==> config.mk <==
export PLATFORM = sky130hd
export DESIGN_NAME = idx_to_mask_acc
export DESIGN_NICKNAME = d
export VERILOG_FILES = /design/src/rtl/idx_to_mask_acc_pkg.sv /design/src/rtl/idx_to_mask_acc_dec.sv /design/src/rtl/idx_to_mask_acc.sv
export SDC_FILE = /design/constraint.sdc
export NUM_CORES = 1
export LEC_CHECK = 0
export ABC_AREA = 1
export CAP_MARGIN = 20
export CELL_PAD_IN_SITES_DETAIL_PLACEMENT = 1
export CELL_PAD_IN_SITES_GLOBAL_PLACEMENT = 2
export CORE_ASPECT_RATIO = 0.5
export CORE_MARGIN = 5
export CORE_UTILIZATION = 30
export DETAILED_ROUTE_END_ITERATION = 7
export GPL_TIMING_DRIVEN = 1
export PLACE_DENSITY = 0.88
export SYNTH_ARGS = -nofsm -noshare
export SYNTH_HDL_FRONTEND = slang
export SYNTH_SLANG_ARGS = --single-unit
==> constraint.sdc <==
create_clock -name clk -period 2.44 [get_ports clk]
set_input_delay 0.488 -clock clk [delete_from_list [all_inputs] [get_ports clk]]
set_output_delay 0.488 -clock clk [all_outputs]
set_load 0.1 [all_outputs]
==> src/rtl/idx_to_mask_acc_pkg.sv <==
// Shared definitions for the index-to-mask accumulator: FSM state codes and
// the index-to-one-hot helper used by the decoder.
package idx_to_mask_acc_pkg;

  // Widest mask the helper can decode; instances must keep W at or below this.
  localparam int MAX_W = 1024;

  // FSM state codes (plain constants so legacy code can compare against them).
  localparam logic [0:0] ACCUM = 1'b0;
  localparam logic [0:0] HOLD  = 1'b1;

  // Returns a one-hot vector with bit idx set, or all zeros when idx >= w.
  // Callers truncate the result to their own mask width.
  function automatic logic [MAX_W-1:0] idx_to_onehot(input int unsigned idx,
                                                     input int unsigned w);
    logic [MAX_W-1:0] one;
    one    = '0;
    one[0] = 1'b1;
    if (idx < w) begin
      idx_to_onehot = one << idx;
    end else begin
      idx_to_onehot = '0;
    end
  endfunction

endpackage

==> src/rtl/idx_to_mask_acc_dec.sv <==
// D-to-W one-hot decoder with an in-range flag. Indices at or above W decode
// to an all-zero vector so they never touch the accumulator.
module idx_to_mask_acc_dec
  import idx_to_mask_acc_pkg::*;
#(
  parameter int W = 32,
  parameter int D = $clog2(W)
) (
  input  logic [D-1:0] idx,
  output logic [W-1:0] onehot,
  output logic         in_range
);

  // Decode the index; out-of-range values only raise the flag.
  always_comb begin
    onehot   = W'(idx_to_onehot(32'(idx), W));
    in_range = (32'(idx) < W);
  end

endmodule

==> src/rtl/idx_to_mask_acc.sv <==
// Index-to-mask accumulator: ORs a stream of decoded bit indices into a W-bit
// mask and, once the beat flagged last is accepted, presents the finished mask
// with its population count plus duplicate and out-of-range flags.
module idx_to_mask_acc
  import idx_to_mask_acc_pkg::*;
#(
  parameter int W                = 32,
  parameter int OPT_OUTPUT_ZEROS = 0,
  parameter int D                = $clog2(W),
  parameter int C                = $clog2(W + 1)
) (
  input  logic         clk,
  input  logic         rst,
  input  logic         in_vld,
  input  logic [D-1:0] in_idx,
  input  logic         in_last,
  output logic         in_rdy,
  output logic         out_vld,
  output logic [W-1:0] out_mask,
  output logic [C-1:0] out_cnt,
  output logic         out_dup,
  output logic         out_oor,
  input  logic         out_rdy
);

  logic [0:0]   state;
  logic [W-1:0] acc;
  logic [C-1:0] cnt;
  logic         dup;
  logic         oor;

  logic [W-1:0] onehot;
  logic         in_range;
  logic         accept;
  logic         already_set;
  logic         release_mask;

  idx_to_mask_acc_dec #(
    .W (W),
    .D (D)
  ) u_dec (
    .idx      (in_idx),
    .onehot   (onehot),
    .in_range (in_range)
  );

  // Handshake decodes; both ready/valid come straight from the registered state
  // so neither depends combinationally on the opposite side's valid/ready.
  always_comb begin
    in_rdy       = (state == ACCUM);
    out_vld      = (state == HOLD);
    accept       = in_vld && in_rdy;
    release_mask = out_vld && out_rdy;
    already_set  = ((acc & onehot) != '0);
  end

  // Accumulate accepted beats, park in HOLD after the last one, and clear
  // everything once the consumer takes the mask.
  always_ff @(posedge clk) begin
    if (rst) begin
      state <= ACCUM;
      acc   <= '0;
      cnt   <= '0;
      dup   <= 1'b0;
      oor   <= 1'b0;
    end else begin
      case (state)
        ACCUM: begin
          if (accept) begin
            if (in_range) begin
              if (already_set) begin
                dup <= 1'b1;
              end else begin
                acc <= acc | onehot;
                cnt <= cnt + C'(1);
              end
            end else begin
              oor <= 1'b1;
            end
            if (in_last) begin
              state <= HOLD;
            end
          end
        end
        HOLD: begin
          if (release_mask) begin
            state <= ACCUM;
            acc   <= '0;
            cnt   <= '0;
            dup   <= 1'b0;
            oor   <= 1'b0;
          end
        end
        default: begin
          state <= ACCUM;
        end
      endcase
    end
  end

  // Present the live accumulator; in HOLD it is frozen until the handshake.
  always_comb begin
    out_mask = (OPT_OUTPUT_ZEROS != 0) ? ~acc : acc;
    out_cnt  = cnt;
    out_dup  = dup;
    out_oor  = oor;
  end

endmodule

==> results.cfg, run 1 <==
[floorplanning]
rows = 24
coreArea_um2 = 8770
io_pins = 52
die_area_um2 = 11200
chipWidth_um = 145
initial_core_util_pct = 31.0
die_y_um = 77.3

[flow_run]
maxCapViolations = 0

[sta]
period_needed_ns = 2.32
hold_viol_final = 0
relSlewSlack_pct = 54.2
holdWs_ns = 0.461
fin_crit_sh_pct = 95.0
max_freq_ghz = 0.432
tightestPinTransition_ns = 0.688
rsz0062_at_grt = no
setup_viol = 0
clock-skew-final_ns = 0.00557
layout_setup_ws_ns = 0.123
slew_violations = 0

[logic_synthesis]
synth_seq_cells = 40
synth_top_area_cell = dfxtp_1
yosys.area.top_type_share_pct = 29.5
syn-instance-count = 347
ys_top_cells_by_area = dfxtp_1 30%, nand4_1 13%, nand3_2 9.6%, nand3_1 6.8%, a21oi_2 6.5%
syn-cell-area_um2 = 2710
avgSynthCellArea_um2 = 7.82
yosys_warnings = 0
synth_seq_area_share_pct = 29.5
synthesis.nets = 358
synth_cell_types = 30

[global_routing]
antenna_found_initial = 0
grt_max_degree = 40
grt.total_usage_pct = 18.1
globalRouteOverflowTotal = 0
grt_pass1_wl_mm = 16.3
grt_pass1_vias = 3031

[placed_design]
place_area_um2 = 3440
dpl.hpwl_mm = 7.29
portBuffers = 50
globalplace.congestion = 0.867
post-place-ws_ns = -0.366

[clocking]
ctsHoldBuffers = 0
path_clk_slew_ns = 0.07
root_buffer = clkbuf_16
cts_buffers = 5
htree_levels = 2
insertion_delay_ns = 0.29
cts_tree = done
postCtsSetupBuffers = 0
cts_num_sinks = 40
clock_tree.buffer_depth = 2

[route]
initialDrtViolationCount = 217
drc_errors = 0
vias = 2929
ant_nets = 0
viasPerCell = 5.50
drt-pass1-iter-count = 4
wl_mm = 9.85
avgRoutedWirePerCell_um = 18.5

[setup_path]
cp-startpoint = in_idx[4]
cp_data_arrival_time_ns = 2.46
crit_fanout = 24
critPathLaunchType = input pin
critical_path_class = in -> reg
end_kind = flop
r2r-start = out_mask[19]
worstPathRequired_ns = 2.59

[worst_hold_path]
hp-class = reg -> reg
hold_start = out_dup

[cells_and_area]
fillers = 1082
multi_input_area_um2 = 1650
nets = 426
drive_above_1_share_pct = 44.7
final_cell_mix = 83 x buf_4, 56 x nand4_1, 39 x dfxtp_1
design_area_um2 = 3610
regArea_um2 = 802
syn_to_final_growth_pct = 33.0
antennaDiodeCount = 0
layout_commonest_cell = buf_4

[status]
status = finished, final reports clean

[power_and_ir_drop]
power_density_nw_per_um2 = 498
p_leak_nw = 1.52
peakVddDrop_uv = 252
sequential cells by signal, indices dropped and copies added, names as in the netlist:
signal / cells
out_mask: 32
out_cnt: 6
out_dup: 1
out_vld: 1
worst paths after layout:
kind	end	slack, ns	depth (start not counted)
worst max-delay path	out_cnt[3]	0.12	11
worst min-delay path	out_dup	0.46	2
worst max register to register	out_mask[25]	0.81	8
worst min register to register	out_dup	0.46	2
kinds of logic (layout without fill, tap and decap cells):
logic type                 Yosys count  in the layout  share of synthesized area (%)
and+or+nand+nor                    182            182                           40.9
DFF                                 40             40                           29.5
buffers and inverters               55            124                           10.4
xor gates and xnor gates             4              4                           1.29
adders and majority gates            1              1                          0.461
AOI/OAI and AO/OA                   64             64                           17.3
other                                1              1                          0.138
layout make-up:
cell class / count / area share, %
clock buffers: 5 / 3.47
clock inverters: 3 / 0.520
inverters: 19 / 2.08
multi-input cells: 252 / 45.6
flip-flops and latches: 40 / 22.2
well taps: 117 / 4.06
repair buffers: 97 / 22.0
timing repair:
item | CTS | global route
endpoints found under the setup margin | 21 | 38
resized for setup | 2 | 7
pin swaps | 0 | 1
endpoints found under the hold margin | 0 | 0
stage by stage:
stage | instances | power [W] | utilization (%) | setup TNS, ns
after floorplan | 347 | 0.00101 | - | 0
after detailed placement | 525 | 0.00114 | 39.2 | -12.17
after global placement | 525 | 0.00113 | 39.2 | -9.41
final | 533 | 0.00180 | 41.2 | 0
after CTS | 533 | 0.00181 | 40.9 | 0
after global routing | 533 | 0.00187 | 41.2 | 0
power breakdown:
| group | total (W) | leakage (nW) | switching [W] | internal [W] |
|---|---|---|---|---|
| Combinational | 0.000441 | 1.13 | 0.000312 | 0.000129 |
| Clock | 0.000669 | 0.0736 | 0.000291 | 0.000378 |
| Sequential | 0.000688 | 0.324 | 0.0000200 | 0.000668 |
worst max-delay path, cell delays in order:
cell	delay (ns)
clkdlybuf4s50_1	0.50
buf_12	0.20
nand4_1	0.20
nor2_1	0.08
nor2_2	0.17
nand2_1	0.08
nor2_1	0.19
nand4_2	0.17
buf_4	0.23
nand3_1	0.08
a21oi_1	0.07
routing by layer:
layer / global-route usage (%) / routed length, µm / vias up
li1: - / - / 1390
met1: 25.0 / 4510 / 1457
met2: 29.3 / 4710 / 75
met3: 3.48 / 566 / 7
met4: 3.63 / 61 / 0
met5: 0 / 0 / -
cells in the mapped netlist:
| cell type | instances |
|---|---|
| a21o_1 | 8 |
| conb_1 | 1 |
| o21ai_1 | 1 |
| inv_2 | 6 |
| inv_1 | 13 |
| nand3_1 | 37 |
| a21oi_1 | 20 |
| nor2_4 | 4 |
| nand4_2 | 1 |
| o211ai_1 | 1 |
| xor2_1 | 3 |
| clkbuf_1 | 17 |
| or2_2 | 7 |
| nand2_1 | 21 |
| nor2_1 | 22 |
| nand3b_1 | 1 |
| buf_4 | 3 |
| nor2_2 | 4 |
| buf_8 | 2 |
| a31o_2 | 14 |
| ha_1 | 1 |
| nand3_2 | 26 |
| xnor2_1 | 1 |
| nand4_1 | 56 |
| dfxtp_1 | 40 |
| buf_1 | 1 |
| buf_2 | 9 |
| buf_6 | 4 |
| nand2_2 | 3 |
| a21oi_2 | 20 |
Note: power is estimated with default switching activity, not from simulation.
==> run 2, diff against run 1 <==
- CORE_ASPECT_RATIO: 0.5 -> not set
==> results.cfg, run 2 (same netlist as run 1, synthesis figures left out) <==
[status]
status = finished, final reports clean

[setup_path]
worstPathRequired_ns = 2.61
end_kind = flop
rr_endpoint = out_mask[10]
r2r-start = out_mask[27]
cp_data_arrival_time_ns = 2.45
critPathLaunchType = input pin
regToRegSetupSlack_ns = 0.80
cpMaxStageDelayCell = clkdlybuf4s50_1
critical_path_class = in -> reg
rr_worst_depth = 9
path_buf_inv = 4
path_cells = clkdlybuf4s50_1 > buf_4 > buf_4 > nand3_2 > nor2_1 > nand2_1 > nand2_1 > nor2_2 > nand2_1 > nor2_1 > nand4_2 > buf_4 > nand3_1 > a21oi_1
slowest_delay_ns = 0.40
crit_fanout = 10
cp_top_family = buffers and inverters

[sta]
hold_viol_final = 0
clock-skew-final_ns = 0.00760
tns_ns = 0
max_freq_ghz = 0.439
setup_viol = 0
period_needed_ns = 2.28
slew_violations = 0
fin_crit_sh_pct = 93.5

[route]
drc_errors = 0
met1_length_mm = 4.44
wl_mm = 9.38
dr.max_layer_used = met4
initialDrtViolationCount = 149
drt-pass1-iter-count = 4
viasPerCell = 5.51
ant_nets = 0
vias = 2889
wl_met3_um = 311
met2WireLength_mm = 4.53
avgRoutedWirePerCell_um = 17.9

[clocking]
insertion_delay_ns = 0.30
cts_tree = done
cts_buffers = 5
htree_levels = 2
path_clk_slew_ns = 0.09
root_buffer = clkbuf_8
cts_num_sinks = 40
ctsHoldBuffers = 0
clock_tree.buffer_depth = 2

[floorplanning]
die_y_um = 105
die_area_um2 = 11000
initial_core_util_pct = 31.0
chipWidth_um = 105
io_pins = 52
rows = 34
coreArea_um2 = 8760

[cells_and_area]
largest_reg_flops = 32
fillers = 1103
final_cell_mix = 85 x buf_4, 56 x nand4_1, 39 x dfxtp_1
drive_above_1_share_pct = 45.2
final_core_util_pct = 40.4
antennaDiodeCount = 0
syn_to_final_growth_pct = 30.6
nets = 426
layout_commonest_cell = buf_4

[power_and_ir_drop]
power_density_nw_per_um2 = 457
p_leak_nw = 1.50
peakVddDrop_uv = 229

[global_routing]
grt_pass1_vias = 2999
antenna_found_initial = 0
grt.total_usage_pct = 17.1
grt_pass1_wl_mm = 15.8
globalRouteOverflowTotal = 0
grt_max_degree = 30

[worst_hold_path]
min_to = out_dup
whs_path_depth = 2
hold_start = out_dup
hp-class = reg -> reg

[placed_design]
dpl.hpwl_mm = 7.00
globalplace.congestion = 0.810
portBuffers = 50

[flow_run]
maxCapViolations = 0
==> run 2: cell types whose count changed in the layout (fill, tap and decap cells not counted), moves of 2 or more <==
cell,before,now
buf_4,83,85
buf_6,2,0
clkbuf_16,5,0
clkbuf_8,0,6
nor2_1,20,18
nor2_2,4,7
==> run 2: what timing repair did <==
item                       CTS  global route
setup endpoints to repair    0            39
buffers inserted             0             0
resized for setup            0             7
==> run 2: layer usage <==
| metal | GRT usage, % | vias to the layer above |
|---|---|---|
| met5 | 0 | - |
| met4 | 3.93 | 0 |
| met1 | 23.7 | 1439 |
| met2 | 27.9 | 52 |
| li1 | - | 1390 |
| met3 | 2.77 | 8 |
==> run 2: power by group <==
group / total, W / switching (W) / internal [W]
Clock: 0.000494 / 0.000262 / 0.000232
Combinational: 0.000438 / 0.000309 / 0.000129
Sequential: 0.000687 / 0.0000194 / 0.000667
Total: 0.00162 / 0.000591 / 0.00103
==> run 2: per-stage QoR <==
| stage | worst slack [ns] | hold slack, ns | power, W | cells | cell area, µm² |
|---|---|---|---|---|---|
| floorplan | 0.0953 | 0.628 | 0.00101 | 347 | 2720 |
| global placement | -0.161 | 0.451 | 0.00113 | 516 | 3430 |
| detailed placement | -0.264 | 0.451 | 0.00114 | 516 | 3430 |
| CTS | 0.0609 | 0.466 | 0.00163 | 524 | 3520 |
| global route | -0.0213 | 0.507 | 0.00169 | 524 | 3540 |
| finish | 0.160 | 0.459 | 0.00162 | 524 | 3540 |
==> run 2: area by class of cell <==
cell class | instances | area, µm² | share of cell area (%)
Multi-Input combinational cell | 252 | 1650 | 46.5
Sequential cell | 40 | 802 | 22.6
Timing Repair Buffer | 97 | 788 | 22.2
Tap cell | 108 | 135 | 3.81
Clock buffer | 6 | 82.6 | 2.33
Inverter | 19 | 75.1 | 2.12
Clock inverter | 2 | 13.8 | 0.388
==> run 2: how the worst max path moves through the flow <==
| stage | from | to | slack, ns | cells after the start |
|---|---|---|---|---|
| finish | in_idx[2] | out_mask[10] | 0.16 | 14 |
| global route | in_idx[2] | out_mask[11] | -0.02 | 13 |
| CTS | in_idx[0] | out_mask[10] | 0.06 | 13 |
| detailed placement | in_idx[0] | out_mask[21] | -0.26 | 13 |
| global placement | in_idx[1] | out_mask[15] | -0.16 | 11 |
| floorplan | out_vld | out_cnt[0] | 0.1 | 10 |
==> run 2: worst reg2reg max path, cell delays in order (launching register included) <==
cell and delay, ns:
dfxtp_1 0.37, nand4_1 0.11, nand2_1 0.08, nor2_2 0.14, nand2_1 0.06, nor2_1 0.17
nand4_2 0.20, buf_4 0.24, nand3_1 0.08, a21oi_1 0.07
